<file path="src/rtl/efb_i2c_ctl_pkg.sv">
// Shared definitions for the EFB I2C sequencer: byte tags, EFB I2C register
// offsets, status-register bit positions and the top-level FSM states.
package pifdefs;

   localparam int I2C_DATA_BITS = 6;

   localparam logic [1:0] A_ADDR = 2'b00;
   localparam logic [1:0] D_ADDR = 2'b01;

   localparam logic [7:0] OFS_CR   = 8'd0;
   localparam logic [7:0] OFS_CMDR = 8'd1;
   localparam logic [7:0] OFS_TXDR = 8'd4;
   localparam logic [7:0] OFS_SR   = 8'd5;
   localparam logic [7:0] OFS_RXDR = 8'd7;

   localparam int SR_TIP   = 7;
   localparam int SR_BUSY  = 6;
   localparam int SR_SRW   = 4;
   localparam int SR_TRRDY = 2;

   localparam logic [7:0] CR_EN = 8'h80;

   typedef enum logic [3:0] {
      S_INIT,
      S_INIT_W,
      S_GAP,
      S_POLL_W,
      S_RX_W,
      S_INC,
      S_RD,
      S_TXC,
      S_TX_W
   } ctl_state_e;

endpackage

</file>
<file path="src/rtl/efb_i2c_ctl_wb_xfer.sv">
// Single-access WISHBONE master engine: latches a request on start, holds the
// bus until ack, and gives up after ACK_TIMEOUT clocks without one.
module efb_wb_xfer #(
   parameter int ACK_TIMEOUT = 16
) (
   input  logic       clk,
   input  logic       rst_n,
   input  logic       start,
   input  logic       we,
   input  logic [7:0] adr,
   input  logic [7:0] wdat,
   output logic       done,
   output logic [7:0] rdat,
   output logic       timeout,
   output logic       wb_cyc_o,
   output logic       wb_stb_o,
   output logic       wb_we_o,
   output logic [7:0] wb_adr_o,
   output logic [7:0] wb_dat_o,
   input  logic       wb_ack_i,
   input  logic [7:0] wb_dat_i
);

   localparam int CW = $clog2(ACK_TIMEOUT + 1);
   localparam logic [CW-1:0] CNT_LAST = CW'(ACK_TIMEOUT - 1);

   logic          r_stb;
   logic          r_we;
   logic [7:0]    r_adr;
   logic [7:0]    r_dat;
   logic [CW-1:0] r_cnt;
   logic          w_end;

   // done/timeout are combinational so the caller can act on the ack edge itself
   assign done    = r_stb & wb_ack_i;
   assign timeout = r_stb & ~wb_ack_i & (r_cnt == CNT_LAST);
   assign w_end   = done | timeout;
   assign rdat    = wb_dat_i;

   assign wb_cyc_o = r_stb;
   assign wb_stb_o = r_stb;
   assign wb_we_o  = r_we;
   assign wb_adr_o = r_adr;
   assign wb_dat_o = r_dat;

   always_ff @(posedge clk or negedge rst_n) begin
      if (!rst_n) begin
         r_stb <= 1'b0;
         r_we  <= 1'b0;
         r_adr <= 8'h00;
         r_dat <= 8'h00;
         r_cnt <= '0;
      end else if (r_stb) begin
         if (w_end) begin
            r_stb <= 1'b0;
            r_we  <= 1'b0;
            r_adr <= 8'h00;
            r_dat <= 8'h00;
         end else begin
            r_cnt <= r_cnt + 1'b1;
         end
      end else if (start) begin
         r_stb <= 1'b1;
         r_we  <= we;
         r_adr <= adr;
         r_dat <= wdat;
         r_cnt <= '0;
      end
   end

endmodule

</file>
<file path="src/rtl/efb_i2c_ctl.sv">
// Sequencer between the EFB hard I2C slave and the 6-bit register file:
// initialises the core, polls SR, decodes tagged RX bytes and answers reads.
module efb_i2c_ctl
   import pifdefs::*;
#(
   parameter logic [7:0] I2C_BASE    = 8'h40,
   parameter int         POLL_GAP    = 4,
   parameter int         ACK_TIMEOUT = 16
) (
   input  logic                     CLK,
   input  logic                     GSRn,
   output logic                     wb_cyc_o,
   output logic                     wb_stb_o,
   output logic                     wb_we_o,
   output logic [7:0]               wb_adr_o,
   output logic [7:0]               wb_dat_o,
   input  logic [7:0]               wb_dat_i,
   input  logic                     wb_ack_i,
   output logic [I2C_DATA_BITS-1:0] reg_addr,
   output logic [5:0]               reg_wdata,
   output logic                     reg_wr,
   output logic                     reg_rd,
   input  logic [5:0]               reg_rdata,
   output logic                     wb_err
);

   localparam logic [7:0] GAP_LAST = 8'(POLL_GAP - 1);

   ctl_state_e               r_state;
   logic                     r_start;
   logic                     r_we;
   logic [7:0]               r_adr;
   logic [7:0]               r_gap;
   logic                     r_inited;
   logic [I2C_DATA_BITS-1:0] r_addr;
   logic [5:0]               r_wdata;
   logic                     r_wr;
   logic                     r_rd;
   logic                     r_err;

   logic       w_done;
   logic       w_timeout;
   logic [7:0] w_rdat;
   logic [7:0] w_wdat;
   logic       w_ready;

   // read-back data goes straight from the register file into the TXDR request
   assign w_wdat  = (r_state == S_TXC) ? {D_ADDR, reg_rdata} : CR_EN;
   assign w_ready = w_rdat[SR_BUSY] & w_rdat[SR_TRRDY];

   assign reg_addr  = r_addr;
   assign reg_wdata = r_wdata;
   assign reg_wr    = r_wr;
   assign reg_rd    = r_rd;
   assign wb_err    = r_err;

   efb_wb_xfer #(
      .ACK_TIMEOUT (ACK_TIMEOUT)
   ) u_xfer (
      .clk      (CLK),
      .rst_n    (GSRn),
      .start    (r_start),
      .we       (r_we),
      .adr      (r_adr),
      .wdat     (w_wdat),
      .done     (w_done),
      .rdat     (w_rdat),
      .timeout  (w_timeout),
      .wb_cyc_o (wb_cyc_o),
      .wb_stb_o (wb_stb_o),
      .wb_we_o  (wb_we_o),
      .wb_adr_o (wb_adr_o),
      .wb_dat_o (wb_dat_o),
      .wb_ack_i (wb_ack_i),
      .wb_dat_i (wb_dat_i)
   );

   always_ff @(posedge CLK or negedge GSRn) begin
      if (!GSRn) begin
         r_state  <= S_INIT;
         r_start  <= 1'b0;
         r_we     <= 1'b0;
         r_adr    <= 8'h00;
         r_gap    <= 8'h00;
         r_inited <= 1'b0;
         r_addr   <= '0;
         r_wdata  <= 6'h00;
         r_wr     <= 1'b0;
         r_rd     <= 1'b0;
         r_err    <= 1'b0;
      end else begin
         r_start <= 1'b0;
         r_wr    <= 1'b0;
         r_rd    <= 1'b0;
         r_err   <= 1'b0;
         case (r_state)
            S_INIT: begin
               r_start <= 1'b1;
               r_we    <= 1'b1;
               r_adr   <= I2C_BASE + OFS_CR;
               r_state <= S_INIT_W;
            end
            S_GAP: begin
               if (r_gap == GAP_LAST) begin
                  r_start <= 1'b1;
                  // a failed CR write is reissued instead of polling
                  if (r_inited) begin
                     r_we    <= 1'b0;
                     r_adr   <= I2C_BASE + OFS_SR;
                     r_state <= S_POLL_W;
                  end else begin
                     r_we    <= 1'b1;
                     r_adr   <= I2C_BASE + OFS_CR;
                     r_state <= S_INIT_W;
                  end
               end else begin
                  r_gap <= r_gap + 8'd1;
               end
            end
            S_INIT_W: begin
               if (w_done || w_timeout) begin
                  r_inited <= w_done;
                  r_err    <= w_timeout;
                  r_gap    <= 8'h00;
                  r_state  <= S_GAP;
               end
            end
            S_POLL_W: begin
               if (w_done && w_ready && !w_rdat[SR_SRW]) begin
                  r_start <= 1'b1;
                  r_we    <= 1'b0;
                  r_adr   <= I2C_BASE + OFS_RXDR;
                  r_state <= S_RX_W;
               end else if (w_done && w_ready) begin
                  r_rd    <= 1'b1;
                  r_state <= S_RD;
               end else if (w_done || w_timeout) begin
                  r_err   <= w_timeout;
                  r_gap   <= 8'h00;
                  r_state <= S_GAP;
               end
            end
            S_RX_W: begin
               if (w_done) begin
                  r_gap   <= 8'h00;
                  r_state <= S_GAP;
                  case (w_rdat[7:6])
                     A_ADDR: r_addr <= w_rdat[5:0];
                     D_ADDR: begin
                        r_wr    <= 1'b1;
                        r_wdata <= w_rdat[5:0];
                        r_state <= S_INC;
                     end
                     default: r_err <= 1'b1;
                  endcase
               end else if (w_timeout) begin
                  r_err   <= 1'b1;
                  r_gap   <= 8'h00;
                  r_state <= S_GAP;
               end
            end
            S_INC: begin
               r_addr  <= r_addr + 1'b1;
               r_gap   <= 8'h00;
               r_state <= S_GAP;
            end
            S_RD: begin
               r_start <= 1'b1;
               r_we    <= 1'b1;
               r_adr   <= I2C_BASE + OFS_TXDR;
               r_state <= S_TXC;
            end
            S_TXC: begin
               r_addr  <= r_addr + 1'b1;
               r_state <= S_TX_W;
            end
            S_TX_W: begin
               if (w_done || w_timeout) begin
                  r_err   <= w_timeout;
                  r_gap   <= 8'h00;
                  r_state <= S_GAP;
               end
            end
            default: r_state <= S_INIT;
         endcase
      end
   end

endmodule

</file>
<file path="config.mk">
export PLATFORM = sky130hd
export DESIGN_NAME = efb_i2c_ctl
export DESIGN_NICKNAME = d
export VERILOG_FILES = /design/src/rtl/efb_i2c_ctl_pkg.sv /design/src/rtl/efb_i2c_ctl_wb_xfer.sv /design/src/rtl/efb_i2c_ctl.sv
export SDC_FILE = /design/constraint.sdc
export NUM_CORES = 1
export LEC_CHECK = 0
export CAP_MARGIN = 0
export CORE_MARGIN = 4
export CORE_UTILIZATION = 41
export DETAILED_ROUTE_END_ITERATION = 12
export HOLD_SLACK_MARGIN = 0.15
export PLACE_DENSITY = 0.65
export SLEW_MARGIN = 20
export SYNTH_ARGS = -nofsm -noshare
export SYNTH_HDL_FRONTEND = slang
export SYNTH_SLANG_ARGS = --single-unit
</file>
<file path="constraint.sdc">
create_clock -name CLK -period 2.55 [get_ports CLK]
set_input_delay 0.51 -clock CLK [delete_from_list [all_inputs] [get_ports CLK]]
set_output_delay 0.51 -clock CLK [all_outputs]
set_load 0.01 [all_outputs]
</file>
* Word level (Yosys, flattened, before mapping)
Index checks and enable logic that the tools add are counted.
Word-level totals: output and inout port bits 34, logic and storage cells 128, bits in registers 61, input bits 17
Cells by class: bitwise operators 6, add/sub/neg operators 3, muxes and demuxes 58, equality and inequality tests 21, reductions and logical operators 24
Operators with widths (count):
- two-way mux 8 bit | 14
- case mux 8 bit (5 select lines) | 1
- case mux 4 bit (8 select lines) | 1
- case mux 8 bit (4 select lines) | 1
- two-way mux 4 bit | 6
- two-way mux 1 bit | 23
- == test 4 x 3 -> 1 bit (second input constant) | 4
- two-way mux 5 bit | 3
- != test 2 bit (second input constant) | 7
- two-way mux 6 bit | 2
- case mux 6 bit (2 select lines) | 1
- AND reduction 3 bit | 4
- case mux 1 bit (3 select lines) | 3
- adder 8 x 1 -> 8 bit (second input constant) | 1
- == test 4 x 2 -> 1 bit (second input constant) | 2
- == test 8 x 2 -> 1 bit (second input constant) | 1
- AND reduction 2 bit | 4
- OR reduction 2 bit | 4
- adder 6 x 1 -> 6 bit (second input constant) | 1
- two-way mux 3 bit | 2
- adder 5 x 1 -> 5 bit (second input constant) | 1
- == test 5 x 4 -> 1 bit (second input constant) | 1
- AND reduction 5 bit | 1
- nonzero test 5 bit | 1
- other kinds (17) | 23

* Logic depth before layout (Yosys ltp)
depth after elaboration 8, gate-level depth with buffers 8

* Hierarchy
A second synthesis with hierarchy kept.
Unflattened totals: cells, all modules 281, area, all modules 3051.7 µm²
By module, submodules not included:
- efb_i2c_ctl | area each 2024.4 µm², cells each 201, times used 1
- efb_wb_xfer | area each 1027.2 µm², cells each 80, times used 1

* Worst setup path after synthesis
OpenSTA, ideal clock, no wires.
kind flip-flop to flip-flop, start register u_xfer.r_cnt[0], end register u_xfer.r_cnt[2], setup time 0.118 ns, data required time 2.432 ns, period minus slack after synthesis 2.047 ns, path slack 0.503 ns, cell stages (with the launch flop) 9, data arrival time 1.929 ns, cells stage by stage dfrtp_1 -> ha_1 -> and3_1 -> ha_1 -> o21ai_1 -> nand2_1 -> nand2_1 -> o21ai_0 -> a21o_1
On the way: cells in the longest elaborated chain, start to end 5, elaborated cells between the ends (all ways) 8, classes of those cells add/sub (1); eq/ne (2); mux (2); bitwise (2); reduce/logical (1)
Ends and longest elaborated chain:
- from (decl) | RTL line efb_i2c_ctl_wb_xfer.sv:31 | logic [CW-1:0] r_cnt;
- from (signal assigned) | RTL line efb_i2c_ctl_wb_xfer.sv:60 | r_cnt <= r_cnt + 1'b1;
- == test 5 x 4 -> 1 bit | RTL line efb_i2c_ctl_wb_xfer.sv:36 | assign timeout = r_stb & ~wb_ack_i & (r_cnt == CNT_LAST);
- AND 1 bit | RTL line efb_i2c_ctl_wb_xfer.sv:36
- bitwise OR 1 bit | RTL line efb_i2c_ctl_wb_xfer.sv:37 | assign w_end = done | timeout;
- != test 2 bit (no source line)
- AND reduction 2 bit (no source line)
Several ways; a longest one is shown, not always the timed one. The select of a mux whose other input is x is not followed. A chain may end at the register's enable or synchronous reset.

* Final worst setup path
start input port wb_dat_i[2], end register r_gap[1]
On the way: cells in the longest elaborated chain, start to end 5, elaborated cells between the ends (all ways) 6, classes of those cells eq/ne (2); bitwise (1); reduce/logical (3)
Ends and longest elaborated chain:
- from (decl) | RTL line efb_i2c_ctl.sv:17 | input logic [7:0] wb_dat_i,
- AND 1 bit * | RTL line efb_i2c_ctl.sv:49 | assign w_ready = w_rdat[SR_BUSY] & w_rdat[SR_TRRDY];
- logical AND 1 bit * | RTL line efb_i2c_ctl.sv:129, efb_i2c_ctl.sv:134
- logical AND 1 bit | RTL line efb_i2c_ctl.sv:129 | if (w_done && w_ready && !w_rdat[SR_SRW]) begin
- != test 2 bit (no source line)
- AND reduction 5 bit (no source line) *
- to (signal assigned) | RTL line efb_i2c_ctl.sv:117 | r_gap <= r_gap + 8'd1;
- to (decl) | RTL line efb_i2c_ctl.sv:33 | logic [7:0] r_gap;
Every way passes the cells marked *; elsewhere a longest branch is shown, timed or not.

==> reports/results.txt <==
Max Buffers Root-to-Sink -> 2
CP Class -> input pin to flip-flop
Worst-path clk slew -> 0.09 ns
Clock Skews -> 0.00799 ns
P&R area growth vs syn -> 23.6%
register area share after synthesis -> 48.4%
Overflow after GRT -> 0
Yosys top cell area share -> 48.4%
crit path max-delay cell type -> or4_4
critical path endpoint category -> flip-flop
CTS H-Tree Depth -> 2
area of the multi-input gates -> 1290 um^2
syn_area_per_cell -> 9.83 um^2
die area -> 8060 um^2
row count -> 29
Reg2Reg Depth -> 6
Slew @ Worst Pin -> 0.634 ns
filler instances -> 597
Required @ worst endpoint -> 2.75 ns
ys async rst share -> 100%
Synthesis Warnings -> 0
Startpoint Class -> input pin
Reg2Reg Setup Slack -> 0.43 ns
vias in the first global route -> 2133
die width -> 89.8 um
PortBufs -> 46
CTS tree -> built
Synth area leader -> dfrtp_1
setup tns final -> 0 ns
main flop type after synthesis -> dfrtp_1
Num CTS Buffers -> 5
largest net degree at the start of global routing -> 21
crit-path max FO -> 7
Slew headroom -> 57.3%
most frequent cell after synthesis -> dfrtp_1
r2r endpoint -> r_adr[2]
Placer Congestion -> 0.783
final hold violations -> 0
CTS resizes -> 0
initial antenna violation count -> 0
TritonRoute pass-1 iters -> 4
unrepaired setup endpoints after global routing -> no
Fmax -> 470 MHz
period utilisation layout -> 83.5%
Hold Path End -> r_adr[6]
synth unique cells -> 57
Cell Pwr Density -> 878 nW/um^2
via count -> 2181
Post-CTS Setup Inserts -> 0
core area -> 6420 um^2
Peak supply drop -> 443 uV
FF/Latch Area -> 1330 um^2
Syn Inst Count -> 279
Ant. Diodes -> 0
Mapped Area -> 2740 um^2
status -> completed
EDFF count, synth -> 0
final setup fails -> 0
static leakage -> 1.50 nW
vias per cell -> 5.33
clk_lat worst skew -> 0.30 ns
max-slew violation count -> 0
Root Driver -> clkbuf_8
layout cell share with drive strength beyond 1 -> 11.7%
Routed Antenna Nets -> 0
power after layout -> 0.00298 W
final net count -> 352
Min-Delay Path Depth -> 1
cell breakdown of the critical path -> clkdlybuf4s50_1 -> nand4_1 -> or4_4 -> o211a_4 -> o21ai_4 -> mux2_4
Post-synth top cells -> dfrtp_1, nand2_1, nor2_1, nand3_1, o21ai_0
global-route wire length before repair -> 10.6 mm
IO Pins -> 51
All-Layer GR Usage -> 15.7%
CTS Hold Bufs -> 1
routed wire length -> 6.02 mm
CTS sink count -> 53
Die Y -> 89.8 um
fin crit period -> 2.13 ns
Routed WL per cell -> 14.7 um
top cells by area, synth -> dfrtp_1, nand2_1, nand3_1
CP arrival -> 2.33 ns
post-DP HPWL -> 4.49 mm
number of synthesized register bits -> 53
DRC viols -> 0
Hold Path Class -> flip-flop to flip-flop
Hold Crit Start -> r_adr[6]
Crit Reg-Reg Startpoint -> r_gap[0]
Largest stage delay, worst path -> 0.57 ns
Max-Cap Viols -> 0
DRT iter0 DRCs -> 114
starting density of the core -> 42.7%
## report_power, final
group / leakage (nW) / switching, W / internal (W)
Combinational: 0.767 / 0.000655 / 0.000589
Clock: 0.0385 / 0.000263 / 0.000195
Sequential: 0.693 / 0.000232 / 0.00104
## logic make-up (layout without fill, tap and decap cells)
group	after synthesis	in the layout	synth area share, %
DFF	53	53	48.4
other	1	4	0.137
adders and majority gates	4	4	1.83
muxes	9	9	3.79
AOI/OAI and AO/OA	64	64	17.6
xor gates and xnor gates	3	3	0.959
buffers and inverters	27	77	4.84
and+or+nand+nor	118	118	22.5
## layer usage
layer,wire (um),GRT usage (%)
met1,2870,21.9
met2,2890,25.1
met3,201,3.26
met4,61,3.45
met5,0,0
## area by class of cell
| type | instances | area share [%] |
|---|---|---|
| clock buffers | 7 | 2.25 |
| flip-flops and latches | 53 | 39.1 |
| repair buffers | 58 | 16.2 |
| inverters | 11 | 1.22 |
| clock inverters | 1 | 0.221 |
| well taps | 77 | 2.84 |
| multi-input cells | 202 | 38.2 |
## how the worst max path moves through the flow
stage | start | endpoint | cells past startpoint | slack [ns]
2_1_floorplan | u_xfer.r_cnt[0] | u_xfer.r_cnt[2] | 8 | 0.50
5_1_grt | r_state[2] | r_gap[3] | 5 | 0.22
3_3_place_gp | wb_dat_i[2] | r_gap[1] | 6 | 0.10
4_1_cts | wb_dat_i[2] | r_gap[1] | 6 | 0.40
3_5_place_dp | wb_dat_i[2] | r_gap[1] | 6 | 0.06
6_report | wb_dat_i[2] | r_gap[1] | 6 | 0.42
## cell usage in the layout, fill, tap and decap left out, types with 7 or more instances in the layout
| master | instances |
|---|---|
| mux2_2 | 7 |
| a21oi_1 | 7 |
| clkdlybuf4s50_1 | 45 |
| nor3_1 | 10 |
| dfrtp_1 | 53 |
| inv_1 | 10 |
| o21ai_0 | 18 |
| buf_4 | 11 |
| nor2_1 | 21 |
| nand3_1 | 18 |
| a221o_1 | 7 |
| nand2_1 | 36 |
## flip-flops by register name (all words and copies together), names as in the netlist
signal	count
reg_wr	1
r_start	1
reg_wdata	6
r_gap	8
u_xfer.wb_cyc_o	1
r_we	1
r_state	4
r_adr	4
u_xfer.r_cnt	5
u_xfer.wb_adr_o	4
reg_addr	6
wb_err	1
reg_rd	1
u_xfer.wb_we_o	1
r_inited	1
u_xfer.wb_dat_o	8
## metrics by stage
stage | setup WS, ns | util (%) | instances | instance area [um^2] | hold WS [ns]
3_3_place_gp | 0.102 | 51.3 | 400 | 3300 | 0.457
4_1_cts | 0.401 | 52.8 | 409 | 3390 | 0.483
2_1_floorplan | 0.503 | - | 282 | 2750 | 0.214
5_1_grt | 0.220 | 52.8 | 409 | 3390 | 0.511
3_5_place_dp | 0.0643 | 51.3 | 400 | 3300 | 0.459
6_report | 0.421 | 52.8 | 409 | 3390 | 0.479
## critical path, delay by kind of cell
| family | cells | cell delay, ns |
|---|---|---|
| simple gates | 2 | 0.72 |
| buf+inv | 1 | 0.50 |
| mux | 1 | 0.31 |
| compound gates | 2 | 0.28 |
Power figures use the tool's default switching activity.
